$ cat config.mk
export PLATFORM = sky130hd
export DESIGN_NAME = dmem_port_arbiter
export DESIGN_NICKNAME = d
export VERILOG_FILES = /design/src/rtl/dmem_port_arbiter.sv
export SDC_FILE = /design/constraint.sdc
export NUM_CORES = 1
export LEC_CHECK = 0
export ABC_CLOCK_PERIOD_IN_PS = 6800
export CAP_MARGIN = 20
export CORE_ASPECT_RATIO = 2
export CORE_UTILIZATION = 30
export CTS_BUF_LIST = sky130_fd_sc_hd__clkbuf_16
export DETAILED_ROUTE_END_ITERATION = 10
export PLACE_DENSITY = 0.7
export SYNTH_ARGS = -nofsm -noshare
export SYNTH_HDL_FRONTEND = slang
export SYNTH_SLANG_ARGS = --single-unit
$ cat constraint.sdc
create_clock -name i_clk -period 6.8 [get_ports i_clk]
set_clock_uncertainty 0.05 [all_clocks]
set_input_delay 0.68 -clock i_clk [delete_from_list [all_inputs] [get_ports i_clk]]
set_output_delay 0.68 -clock i_clk [all_outputs]
set_load 0.05 [all_outputs]
$ cat src/rtl/dmem_port_arbiter.sv
// dmem_port_arbiter: shares one data-memory port between the core LSU
// (requester 0) and the debug/DMA engine (requester 1). Grants are
// round-robin, with an optional lock that holds the port for a bounded
// burst. Each accepted beat gets a registered response one cycle later.
module dmem_port_arbiter #(
  parameter int ADDR_W    = 16,
  parameter int BURST_MAX = 4
) (
  input  logic              i_clk,
  input  logic              i_reset,
  input  logic              i_req_valid_0,
  input  logic              i_req_valid_1,
  output logic              o_req_ready_0,
  output logic              o_req_ready_1,
  input  logic [ADDR_W+1:0] i_req_addr_0,
  input  logic [ADDR_W+1:0] i_req_addr_1,
  input  logic              i_req_wren_0,
  input  logic              i_req_wren_1,
  input  logic [31:0]       i_req_wdata_0,
  input  logic [31:0]       i_req_wdata_1,
  input  logic [3:0]        i_req_bmask_0,
  input  logic [3:0]        i_req_bmask_1,
  input  logic              i_req_lock_0,
  input  logic              i_req_lock_1,
  output logic              o_rsp_valid_0,
  output logic              o_rsp_valid_1,
  output logic [31:0]       o_rsp_rdata_0,
  output logic [31:0]       o_rsp_rdata_1,
  output logic [ADDR_W-1:0] o_mem_addr,
  output logic [31:0]       o_mem_wdata,
  output logic [3:0]        o_mem_bmask,
  output logic              o_mem_wren,
  input  logic [31:0]       i_mem_rdata
);

  // BURST_MAX is at most 255, so an 8-bit beat counter always suffices.
  localparam int              CNT_W     = 8;
  localparam logic [CNT_W-1:0] BURST_LIM = CNT_W'(BURST_MAX);

  // Arbitration state.
  logic             r_last_grant;
  logic             r_locked;
  logic             r_lock_owner;
  logic [CNT_W-1:0] r_beat_cnt;

  // Registered responses.
  logic             r_rsp_valid_0;
  logic             r_rsp_valid_1;
  logic [31:0]      r_rsp_rdata_0;
  logic [31:0]      r_rsp_rdata_1;

  // Grant decode and the granted requester's fields.
  logic             w_gnt_0;
  logic             w_gnt_1;
  logic             w_gnt_any;
  logic             w_gnt_id;
  logic [ADDR_W+1:0] w_sel_addr;
  logic [31:0]      w_sel_wdata;
  logic [3:0]       w_sel_bmask;
  logic             w_sel_wren;
  logic             w_sel_lock;
  logic             w_lock_hold;

  // Saturating increment of the burst beat counter.
  function automatic logic [CNT_W-1:0] sat_inc(input logic [CNT_W-1:0] cnt);
    if (cnt >= BURST_LIM) begin
      return BURST_LIM;
    end
    return cnt + 1'b1;
  endfunction

  // The lock only wins a tie while the owner still has burst beats left.
  assign w_lock_hold = r_locked && (r_beat_cnt < BURST_LIM);

  // Grant selection; nothing is granted while reset is high, so the memory
  // never sees a write during reset.
  always_comb begin
    w_gnt_0 = 1'b0;
    w_gnt_1 = 1'b0;
    if (!i_reset) begin
      if (i_req_valid_0 && i_req_valid_1) begin
        if (w_lock_hold) begin
          w_gnt_0 = ~r_lock_owner;
          w_gnt_1 = r_lock_owner;
        end else begin
          w_gnt_0 = r_last_grant;
          w_gnt_1 = ~r_last_grant;
        end
      end else begin
        w_gnt_0 = i_req_valid_0;
        w_gnt_1 = i_req_valid_1;
      end
    end
  end

  assign w_gnt_any     = w_gnt_0 | w_gnt_1;
  assign w_gnt_id      = w_gnt_1;
  assign o_req_ready_0 = w_gnt_0;
  assign o_req_ready_1 = w_gnt_1;

  // Request mux toward the memory port; the port is driven to zero when idle.
  always_comb begin
    w_sel_addr  = i_req_addr_0;
    w_sel_wdata = i_req_wdata_0;
    w_sel_bmask = i_req_bmask_0;
    w_sel_wren  = i_req_wren_0;
    w_sel_lock  = i_req_lock_0;
    if (w_gnt_1) begin
      w_sel_addr  = i_req_addr_1;
      w_sel_wdata = i_req_wdata_1;
      w_sel_bmask = i_req_bmask_1;
      w_sel_wren  = i_req_wren_1;
      w_sel_lock  = i_req_lock_1;
    end
  end

  // Byte address bits [1:0] are dropped: lanes are chosen by the mask.
  assign o_mem_addr  = w_gnt_any ? w_sel_addr[ADDR_W+1:2] : '0;
  assign o_mem_wdata = w_gnt_any ? w_sel_wdata : 32'h0;
  assign o_mem_bmask = w_gnt_any ? w_sel_bmask : 4'h0;
  assign o_mem_wren  = w_gnt_any & w_sel_wren;

  // Round-robin pointer, lock ownership and burst beat counting.
  always_ff @(posedge i_clk or posedge i_reset) begin
    if (i_reset) begin
      r_last_grant <= 1'b1;
      r_locked     <= 1'b0;
      r_lock_owner <= 1'b0;
      r_beat_cnt   <= '0;
    end else if (!w_gnt_any) begin
      r_locked   <= 1'b0;
      r_beat_cnt <= '0;
    end else begin
      r_last_grant <= w_gnt_id;
      if (w_sel_lock) begin
        r_locked     <= 1'b1;
        r_lock_owner <= w_gnt_id;
        if (r_locked && (r_lock_owner == w_gnt_id)) begin
          r_beat_cnt <= sat_inc(r_beat_cnt);
        end else begin
          r_beat_cnt <= CNT_W'(1);
        end
      end else begin
        r_locked   <= 1'b0;
        r_beat_cnt <= '0;
      end
    end
  end

  // One-cycle response per accepted beat; writes return zero as an ack and
  // read data is held until the next response for that requester.
  always_ff @(posedge i_clk or posedge i_reset) begin
    if (i_reset) begin
      r_rsp_valid_0 <= 1'b0;
      r_rsp_valid_1 <= 1'b0;
      r_rsp_rdata_0 <= 32'h0;
      r_rsp_rdata_1 <= 32'h0;
    end else begin
      r_rsp_valid_0 <= w_gnt_0;
      r_rsp_valid_1 <= w_gnt_1;
      if (w_gnt_0) begin
        r_rsp_rdata_0 <= i_req_wren_0 ? 32'h0 : i_mem_rdata;
      end
      if (w_gnt_1) begin
        r_rsp_rdata_1 <= i_req_wren_1 ? 32'h0 : i_mem_rdata;
      end
    end
  end

  assign o_rsp_valid_0 = r_rsp_valid_0;
  assign o_rsp_valid_1 = r_rsp_valid_1;
  assign o_rsp_rdata_0 = r_rsp_rdata_0;
  assign o_rsp_rdata_1 = r_rsp_rdata_1;

endmodule

# Yosys cells after proc, flatten, opt, wreduce, memory -nomap -nowiden

Index checks and enable logic that the tools add are counted.

Add/sub/neg operators: 1
Magnitude comparators: 2
Equal/unequal tests: 1
Multiplexer cells: 27
Bitwise operators: 4
Reductions and logical operators: 4

Operator list:

| kind                                                                                | count |
|---|---|
| 32-bit two-way mux                                                                  | 4 |
| 8-bit two-way mux                                                                   | 5 |
| 18-bit two-way mux                                                                  | 1 |
| 16-bit two-way mux                                                                  | 1 |
| 1-bit two-way mux                                                                   | 14 |
| 8-bit by 1-bit adder with 8-bit output, second input constant                       | 1 |
| 8-bit by 3-bit greater-or-equal comparator with 1-bit output, second input constant | 1 |
| 8-bit by 3-bit less-than comparator with 1-bit output, second input constant        | 1 |
| 4-bit two-way mux                                                                   | 2 |
| 1-bit logical AND                                                                   | 3 |
| 1-bit inverter                                                                      | 2 |
| 2-bit AND reduction                                                                 | 1 |
| 1-bit AND                                                                           | 1 |
| 1-bit equality test                                                                 | 1 |
| 1-bit OR                                                                            | 1 |

Flip-flop bits (word level): 77
Bits of input ports: 148
Output and inout bits: 121
Logic and storage cells: 47

# Longest topological paths before layout

Gate-level depths: netlist of the first run.

Word-level depth: 14
Gate-level depth with buffers: 7
Depth with buffers taken out: 4

# Least setup slack after synthesis of the first run

Ideal clock, no wire load.

Kind: input-to-output
Start point: input i_req_valid_1
End point: output o_mem_bmask[0]
Data arrival time: 2.037 ns
Data required time: 6.070 ns
Slack: 4.033 ns
Stages: 5
Buffers on the path: 2
Cell sequence: nor2b_1 -> o21a_1 -> buf_2 -> buf_2 -> a22o_1

Word-level cells in the longest chain between the ends: 5
Elaborated cells on any way between the ends: 8
Classes of those cells: mux: 6; bitwise: 1; reduce/logical: 1

Ends and longest elaborated chain:

| what                                                 | RTL line | RTL |
|---|---|---|
| from (decl)                                          | 12       | `input logic i_req_valid_1,` |
| 1-bit logical AND                                    | 81       | `if (i_req_valid_0 && i_req_valid_1) begin` |
| 1-bit two-way mux (*)                                | 81       |  |
| 1-bit two-way mux (*)                                | 80       | `if (!i_reset) begin` |
| via o_req_ready_1                                    | 14       | `output logic o_req_ready_1,` |
| 4-bit two-way mux / 1-bit OR (equally long branches) | 108, 96  |  |
| 4-bit two-way mux (*)                                | 120      | `assign o_mem_bmask = w_gnt_any ? w_sel_bmask : 4'h0;` |
| to (decl)                                            | 31       | `output logic [3:0] o_mem_bmask,` |

The timed path passes the listed nets; every way through them passes the cells marked *.

# Worst setup path after layout of the first run

Start point: input i_req_valid_0
End point: output o_mem_wdata[19]

Word-level cells in the longest chain between the ends: 5
Elaborated cells on any way between the ends: 8
Classes of those cells: mux: 6; bitwise: 1; reduce/logical: 1

Ends and longest elaborated chain:

| what                                                  | RTL line | RTL |
|---|---|---|
| from (decl)                                           | 11       | `input logic i_req_valid_0,` |
| 1-bit logical AND                                     | 81       |  |
| 1-bit two-way mux                                     | 81       |  |
| 1-bit two-way mux                                     | 80       |  |
| 32-bit two-way mux / 1-bit OR (equally long branches) | 108, 96  |  |
| 32-bit two-way mux (*)                                | 119      | `assign o_mem_wdata = w_gnt_any ? w_sel_wdata : 32'h0;` |
| to (decl)                                             | 30       | `output logic [31:0] o_mem_wdata,` |

Every way passes the cells marked *; elsewhere a longest branch is shown, timed or not.

==> results of run 1 <==
[cell families after synthesis]
kind of cell / after synthesis / share of synthesized area (%)
flops: 77 / 48.37
other cells: 1 / 0.09407
buf+inv: 33 / 5.744
mux: 65 / 18.33
compound gates: 64 / 14.00
simple gates: 80 / 12.84
fa+ha+maj: 2 / 0.6276
[sequential cells by signal, summed over array words and instances, names as in the netlist]
name,count
o_rsp_valid_0,1
o_rsp_rdata_0,32
o_rsp_rdata_1,32
o_rsp_valid_1,1
r_lock_owner,1
r_locked,1
r_last_grant,1
r_beat_cnt,8
[worst paths after layout]
kind,to,cells past startpoint,slack (ns)
max,o_mem_wdata[19],6,2.62
min,o_rsp_rdata_0[4],1,0.46
max reg2reg,o_rsp_rdata_0[29],4,4.24
min reg2reg,o_rsp_rdata_0[4],1,0.46
max in group asynchronous,r_last_grant,4,5.34
min in group asynchronous,o_rsp_rdata_0[10],3,0.77
[worst max-delay path, stage by stage]
cell	delay (ns)
clkdlybuf4s50_1	0.50
inv_1	0.07
nor2_1	0.13
and3_4	0.91
a22o_1	0.30
clkdlybuf4s50_1	0.81
[layout make-up]
| type | count | area, um2 |
|---|---|---|
| flip-flops and latches | 77 | 1928 |
| well taps | 152 | 190.2 |
| inverters | 7 | 27.53 |
| multi-input cells | 216 | 1857 |
| fillers | 1155 | 5961 |
| clock buffers | 9 | 225.2 |
| clock inverters | 7 | 91.34 |
| repair buffers | 269 | 2713 |
[metal layers]
layer / wire length (um) / GRT usage [%]
met1: 4746 / 18.35
met2: 7365 / 35.54
met3: 857 / 4.348
met4: 261 / 6.780
met5: 0 / 0
[power by group]
| group | internal (mW) | total [mW] | switching [mW] |
|---|---|---|---|
| combinational | 0.322 | 0.806 | 0.483 |
| sequential | 0.533 | 0.575 | 0.0422 |
| clock | 0.319 | 0.503 | 0.184 |
| total | 1.17 | 1.88 | 0.709 |
[stage by stage]
step	power (mW)	hold slack [ns]
after detailed placement	1.389	0.4445
after CTS	1.906	0.4578
after global routing	1.957	0.4696
final	1.884	0.4557
after floorplan	1.076	0.4245
after global placement	1.376	0.4358
[layout by cell type (no fill, tap or decap), types with 3 or more instances in the layout]
master             n
clkdlybuf4s50_1  264
mux2_2            64
clkbuf_16          9
a22o_1            54
conb_1             5
buf_4              3
inv_1              7
dfrtp_1           76
nor2b_1           65
nor2_1             4
==> impl_metrics.yaml, run 1 <==
place:
  dpl.cell_count: 719
  portBuffers: 264
  pre_cts_ws_ns: 2.504
  gp_congestion: 0.7619
  placed_area_mm2: 0.006668
  dp_hpwl_um: 9456
worst_setup_path:
  critPathRequiredTime_ns: 6.07
  critical_path_class: "in2out"
  end_kind: "primary output"
  cp-start-kind: "primary input"
  cp_max_fo: 88
  arrival_ns: 3.45
  r2r-start: "r_beat_cnt[6]"
  worstSetupStartpoint: "i_req_valid_0"
finish:
  fin_cells: 737
  area_growth_pct: 76.40
  fin_util_pct: 54.12
  final_layout_size_suffix_gt1_share_pct: 15.56
  final_nets: 730
  postLayoutCellArea_mm2: 0.007032
  diodes: 0
clocking:
  clkSinkCount: 77
  htree_num_levels: 3
  clk_path_buf_depth: 2
  ctsHoldBuffers: 0
  post_cts_buffers: 0
  worstSkewPairLatency_ns: 0.32
  cts_resized: 0
  path_clk_slew_ns: 0.06
  clockRootBuffer: "clkbuf_16"
  tritoncts: "yes"
  cts_inserted_buffers: 9
yosys:
  synth.area.top_cells: "dfrtp_1 48%, mux2_2 18%, a22o_1 12%"
  netlist.top_cell.by_area: "dfrtp_1"
  synth_seq_cells: 77
  synth_top_flop_cell: "dfrtp_1"
  syn_area_mm2: 0.003986
  yosysUniqueCellTypes: 33
  async_reset_ff_share_pct: 100.0
  synth_top_area_share_pct: 47.71
  syn_avg_cell_area_um2: 12.38
  synth.top_cells.by_count: "76 x dfrtp_1, 65 x nor2b_1, 64 x mux2_2"
  post-synth-top-count-cell: "dfrtp_1"
  synthCells: 322
  ys_warn_count: 0
  synth_edf_count: 0
  synth-seq-area-share_pct: 48.37
pwr:
  leakage_nw: 2.925
  vdd_ir_drop_max_mv: 0.1750
  power.density_mw_per_mm2: 267.9
timing:
  setup_viol: 0
  slew_violations: 0
  finalCritPeriodShare_pct: 61.53
  rsz0062_at_grt: "no"
  hold_viol: 0
  setup_tns_ns: 0
  layout_min_cycle_time_ns: 4.184
  relSlewSlack_pct: 28.12
  worst_slack_ns: 2.616
  worstMarginPinSlew_ns: 1.078
  fmax_ghz: 0.2390
global_route:
  globalRouteTotalUtil_pct: 18.16
  grt_overflow: 0
  grt_max_degree: 90
  grt_pass1_vias: 3739
  grt_pass1_wl_um: 19440
  antenna_found_initial: 0
hold_path:
  worstHoldStart: "o_rsp_rdata_0[4]"
  hp-class: "reg2reg"
floorplanning:
  ios: 269
  die_x_um: 83.51
  row_count: 59
  core_mm2: 0.01299
  die_height_um: 165.0
  initial_core_util_pct: 30.68
  dieArea_mm2: 0.01378
route:
  drtIter0Drc: 130
  drt_wl_total_um: 13230
  ant_nets: 0
  avgViaCountPerCell: 4.909
  avgRoutedWirePerCell_um: 17.95
  drt_first_pass_iters: 4
  vias: 3618
  drc: 0
run:
  drv_cap: 0
status:
  status: "completed"
No activity file was read; power rests on OpenSTA's default activity.
==> inputs of run 2 (changes only) <==
--- a/config.mk
+++ b/config.mk
@@ -5,13 +5,13 @@
 export SDC_FILE = /design/constraint.sdc
 export NUM_CORES = 1
 export LEC_CHECK = 0
-export ABC_CLOCK_PERIOD_IN_PS = 6800
+export ABC_CLOCK_PERIOD_IN_PS = 3460
 export CAP_MARGIN = 20
 export CORE_ASPECT_RATIO = 2
 export CORE_UTILIZATION = 30
 export CTS_BUF_LIST = sky130_fd_sc_hd__clkbuf_16
 export DETAILED_ROUTE_END_ITERATION = 10
-export PLACE_DENSITY = 0.7
+export PLACE_DENSITY = 0.72
 export SYNTH_ARGS = -nofsm -noshare
 export SYNTH_HDL_FRONTEND = slang
 export SYNTH_SLANG_ARGS = --single-unit
==> constraint.sdc (replaced) <==
create_clock -name i_clk -period 3.46 [get_ports i_clk]
set_clock_uncertainty 0.05 [all_clocks]
set_input_delay 0.346 -clock i_clk [delete_from_list [all_inputs] [get_ports i_clk]]
set_output_delay 0.346 -clock i_clk [all_outputs]
set_load 0.05 [all_outputs]
==> run 2 against run 1 <==
Compared with the run above:
- flip-flop and latch count unchanged
- non-clock buffer count up 5
- critical path type is now reg2out
- global-route usage up 1.0 points
- clock-buffer cell count unchanged
- clock power up 92%
==> impl_metrics.yaml, run 2 (same netlist as run 1, synthesis figures left out) <==
route:
  drt_first_pass_iters: 4
  avgViaCountPerCell: 4.892
  wl_met3_um: 863
  drtIter0Drc: 77
  ant_nets: 0
  vias: 3630
  route.top_layer_used: "met4"
  avgRoutedWirePerCell_um: 18.21
  drc: 0
  drt_wl_total_um: 13510
  dr_wl_met2_um: 7229
  met1Wirelength_um: 4870
worst_setup_path:
  worstSetupStartpoint: "r_beat_cnt[6]"
  arrival_ns: 2.45
  critical_path_class: "reg2out"
  cp-start-kind: "flip-flop"
  end_kind: "primary output"
  critPathRequiredTime_ns: 3.06
  r2r-start: "r_beat_cnt[6]"
  reg2reg_slack_ns: 0.87
  cp_max_fo: 61
floorplanning:
  dieArea_mm2: 0.01378
  die_x_um: 83.51
  die_height_um: 165.0
  row_count: 59
  ios: 269
  core_mm2: 0.01299
  initial_core_util_pct: 30.68
timing:
  slew_violations: 0
  fmax_ghz: 0.3511
  setup_viol: 0
  worstMarginPinSlew_ns: 0.7410
  relSlewSlack_pct: 50.60
  layout_min_cycle_time_ns: 2.849
  rsz0062_at_grt: "no"
  hold_viol: 0
  setup_tns_ns: 0
  finalCritPeriodShare_pct: 82.33
clocking:
  post_cts_buffers: 0
  htree_num_levels: 3
  worstSkewPairLatency_ns: 0.33
  cts_resized: 0
  path_clk_slew_ns: 0.05
  clockRootBuffer: "clkbuf_16"
  tritoncts: "yes"
  ctsHoldBuffers: 0
  clk_path_buf_depth: 2
  clkSinkCount: 77
  cts_inserted_buffers: 9
global_route:
  grt_pass1_vias: 3886
  antenna_found_initial: 0
  grt_max_degree: 62
  grt_pass1_wl_um: 20540
  globalRouteTotalUtil_pct: 19.20
  grt_overflow: 0
status:
  status: "completed"
hold_path:
  hp-class: "in2async"
place:
  portBuffers: 264
  dp_hpwl_um: 10520
  gp_congestion: 0.8563
finish:
  layout_commonest_cell: "clkdlybuf4s50_1"
  area_growth_pct: 89.80
  final_layout_size_suffix_gt1_share_pct: 25.25
  fillers: 1080
  fin_util_pct: 58.23
  final_cell_mix: "209 x clkdlybuf4s50_1, 76 x dfrtp_1, 65 x nor2b_1"
  diodes: 0
  final_nets: 735
pwr:
  leakage_nw: 3.214
  power.density_mw_per_mm2: 504.5
  vdd_ir_drop_max_mv: 0.3298
run:
  drv_cap: 0
-- run 2: worst paths after layout --
check	cells past startpoint	to
worst max-delay path	5	o_mem_addr[15]
worst min-delay path	2	o_rsp_rdata_1[12]
worst max register to register	5	o_rsp_rdata_1[26]
worst min register to register	1	o_rsp_rdata_0[9]
max in group asynchronous	3	o_rsp_rdata_1[30]
min in group i_clk	1	o_rsp_rdata_0[9]
-- run 2: routing by layer --
metal / up-vias / global-route usage, %
li1: 1674 / -
met1: 1750 / 20.20
met2: 174 / 35.02
met3: 32 / 3.948
met4: 0 / 11.48
met5: - / 0
-- run 2: metrics by stage --
step	power [mW]	worst slack, ns	instance area [um2]	hold WS, ns	cells
after floorplan	2.114	1.049	4001	0.4245	326
after global placement	2.850	0.7580	7258	0.4369	726
after detailed placement	2.876	0.6551	7258	0.4441	726
after CTS	3.859	0.5731	7566	0.2386	742
after global routing	3.958	0.5063	7566	0.2565	742
final	3.817	0.6114	7566	0.2493	742
-- run 2: cell type report --
cell class | instances | area [um2] | area share [%]
inverters | 7 | 27.53 | 0.3638
clock inverters | 7 | 82.58 | 1.091
flip-flops and latches | 77 | 1928 | 25.48
multi-input cells | 216 | 1857 | 24.54
well taps | 152 | 190.2 | 2.514
repair buffers | 274 | 3256 | 43.03
clock buffers | 9 | 225.2 | 2.977
-- run 2: worst max-delay path, cell delays in order (launching register included) --
cell	delay [ns]
dfrtp_1	0.40
nor4_4	0.39
a31o_2	0.25
o21a_4	0.60
a22o_1	0.29
buf_12	0.15
-- run 2: power breakdown --
part	internal [mW]	leakage [nW]	total, mW	switching, mW
clock	0.621	0.153	0.967	0.346
combinational	0.740	2.07	1.72	0.979
sequential	1.05	0.988	1.13	0.0830
total	2.41	3.21	3.82	1.41
==> inputs of run 3 (changes only) <==
--- a/config.mk
+++ b/config.mk
@@ -5,7 +5,7 @@
 export SDC_FILE = /design/constraint.sdc
 export NUM_CORES = 1
 export LEC_CHECK = 0
-export ABC_CLOCK_PERIOD_IN_PS = 3460
+export ABC_CLOCK_PERIOD_IN_PS = 2360
 export CAP_MARGIN = 20
 export CORE_ASPECT_RATIO = 2
 export CORE_UTILIZATION = 30
==> constraint.sdc (replaced) <==
create_clock -name i_clk -period 2.36 [get_ports i_clk]
set_clock_uncertainty 0.05 [all_clocks]
set_input_delay 0.236 -clock i_clk [delete_from_list [all_inputs] [get_ports i_clk]]
set_output_delay 0.236 -clock i_clk [all_outputs]
set_load 0.05 [all_outputs]
==> run 3 against run 2 <==
Compared with the run above:
- the run now ends with setup timing left
- die area is the same
- non-clock buffer count rose by 11
- final cell count is 1.3% higher
- register-to-register slack lost 0.77 ns
- via count rose by 0.69%
- critical path type unchanged
- highest routed layer unchanged
==> impl_metrics.yaml, run 3 (same netlist as run 1, synthesis figures left out) <==
status:
  status: "finished, violations left"
  violations: "setup timing"
route:
  drt_wl_total_um: 13600
  avgViaCountPerCell: 4.860
  ant_nets: 0
  vias: 3655
  avgRoutedWirePerCell_um: 18.08
  drt_first_pass_iters: 4
  drc: 0
  drtIter0Drc: 106
worst_setup_path:
  end_kind: "primary output"
  critPathRequiredTime_ns: 2.07
  cp_max_fo: 21
  critical_path_class: "reg2out"
  cp-start-kind: "flip-flop"
  arrival_ns: 2.15
finish:
  fillers: 1030
  area_growth_pct: 96.08
  final_nets: 746
  diodes: 0
  final_layout_size_suffix_gt1_share_pct: 27.50
  final_cell_mix: "209 x clkdlybuf4s50_1, 76 x dfrtp_1, 65 x nor2b_1"
  layout_commonest_cell: "clkdlybuf4s50_1"
  fin_util_pct: 60.16
run:
  drv_cap: 0
floorplanning:
  dieArea_mm2: 0.01378
  die_height_um: 165.0
  die_x_um: 83.51
  row_count: 59
  core_mm2: 0.01299
  ios: 269
  initial_core_util_pct: 30.68
pwr:
  power.density_mw_per_mm2: 737.3
  leakage_nw: 3.333
  vdd_ir_drop_max_mv: 0.5885
timing:
  slew_violations: 0
  fmax_ghz: 0.4112
  worst_slack_ns: -0.07207
  hold_viol: 0
  relSlewSlack_pct: 60.76
  rsz0062_at_grt: "yes"
  layout_min_cycle_time_ns: 2.432
  hold_ws_ns: 0.3331
  worstMarginPinSlew_ns: 0.5879
  setup_viol: 53
  finalCritPeriodShare_pct: 103.1
global_route:
  grt_overflow: 0
  grt_pass1_vias: 3766
  antenna_found_initial: 0
  globalRouteTotalUtil_pct: 18.76
  grt_pass1_wl_um: 20030
  grt_max_degree: 43
place:
  portBuffers: 264
  gp_congestion: 0.8632
  dp_hpwl_um: 10550
clocking:
  ctsHoldBuffers: 0
  htree_num_levels: 3
  clk_path_buf_depth: 2
  tritoncts: "yes"
  cts_inserted_buffers: 9
  path_clk_slew_ns: 0.06
  clkSinkCount: 77
  clockRootBuffer: "clkbuf_16"
  worstSkewPairLatency_ns: 0.33
hold_path:
  hp-class: "in2async"
-- run 3: changes by cell type in the layout (fill, tap and decap cells not counted) --
cell        before  now
a22o_1          54   50
buf_12          54   61
bufinv_16        2    3
clkinvlp_4       1    0
buf_6            0    2
a22o_4           0    4
buf_4           11   12
inv_1            8    6
clkinv_2         1    2
clkbuf_16        9   10
-- run 3: worst max-delay path, stage by stage, from the launching register on --
cell     delay (ns)
dfrtp_1        0.40
nor4_4         0.37
a211o_1        0.21
and3_4         0.28
buf_12         0.18
a22o_1         0.22
buf_12         0.15
-- run 3: final timing paths --
| path | from | to | slack [ns] | cells after the start |
|---|---|---|---|---|
| max | r_beat_cnt[5] | o_mem_wdata[9] | -0.07 | 6 |
| min | i_reset | r_lock_owner | 0.33 | 2 |
| max reg2reg | r_beat_cnt[5] | o_rsp_rdata_0[28] | 0.10 | 6 |
| min reg2reg | o_rsp_rdata_0[5] | o_rsp_rdata_0[5] | 0.45 | 1 |
| max in group asynchronous | i_reset | o_rsp_rdata_1[26] | 1.34 | 3 |
| min in group i_clk | o_rsp_rdata_0[5] | o_rsp_rdata_0[5] | 0.45 | 1 |
-- run 3: routing by layer --
layer	vias to the layer above	track usage, %	part of all wire [%]
met5	-	0	0
met4	0	8.089	2.7
met3	21	5.547	7.1
met2	165	34.09	56
met1	1764	20.07	35
li1	1705	-	-
-- run 3: repair_timing --
item | CTS | global route
setup buffers | 1 | 2
gates cloned | 0 | 2
gates resized for setup | 1 | 7
pin swaps | 4 | 5
setup endpoints to repair | 53 | 53
endpoints found under the hold margin | 0 | 0
-- run 3: area by class of cell --
type	count	area, um2	area share (%)
clock buffers	9	225.2	2.881
clock inverters	6	102.6	1.313
inverters	7	27.53	0.3522
multi-input cells	216	1892	24.20
flip-flops and latches	77	1928	24.67
well taps	152	190.2	2.433
repair buffers	285	3451	44.15
-- run 3: metrics by stage --
stage	area (um2)	cells	setup TNS, ns	power (mW)	worst slack (ns)
floorplan	4001	326	0	3.100	0.05865
global placement	7378	732	0	4.203	0.1445
detailed placement	7378	732	0	4.243	0.07895
CTS	7717	748	-2.917	5.791	-0.08503
global route	7816	752	-7.845	5.986	-0.1660
finish	7816	752	-2.650	5.763	-0.07207
-- run 3: where the power goes --
group,internal (mW),switching (mW)
Combinational,1.13,1.45
Sequential,1.54,0.124
Clock,1.02,0.508
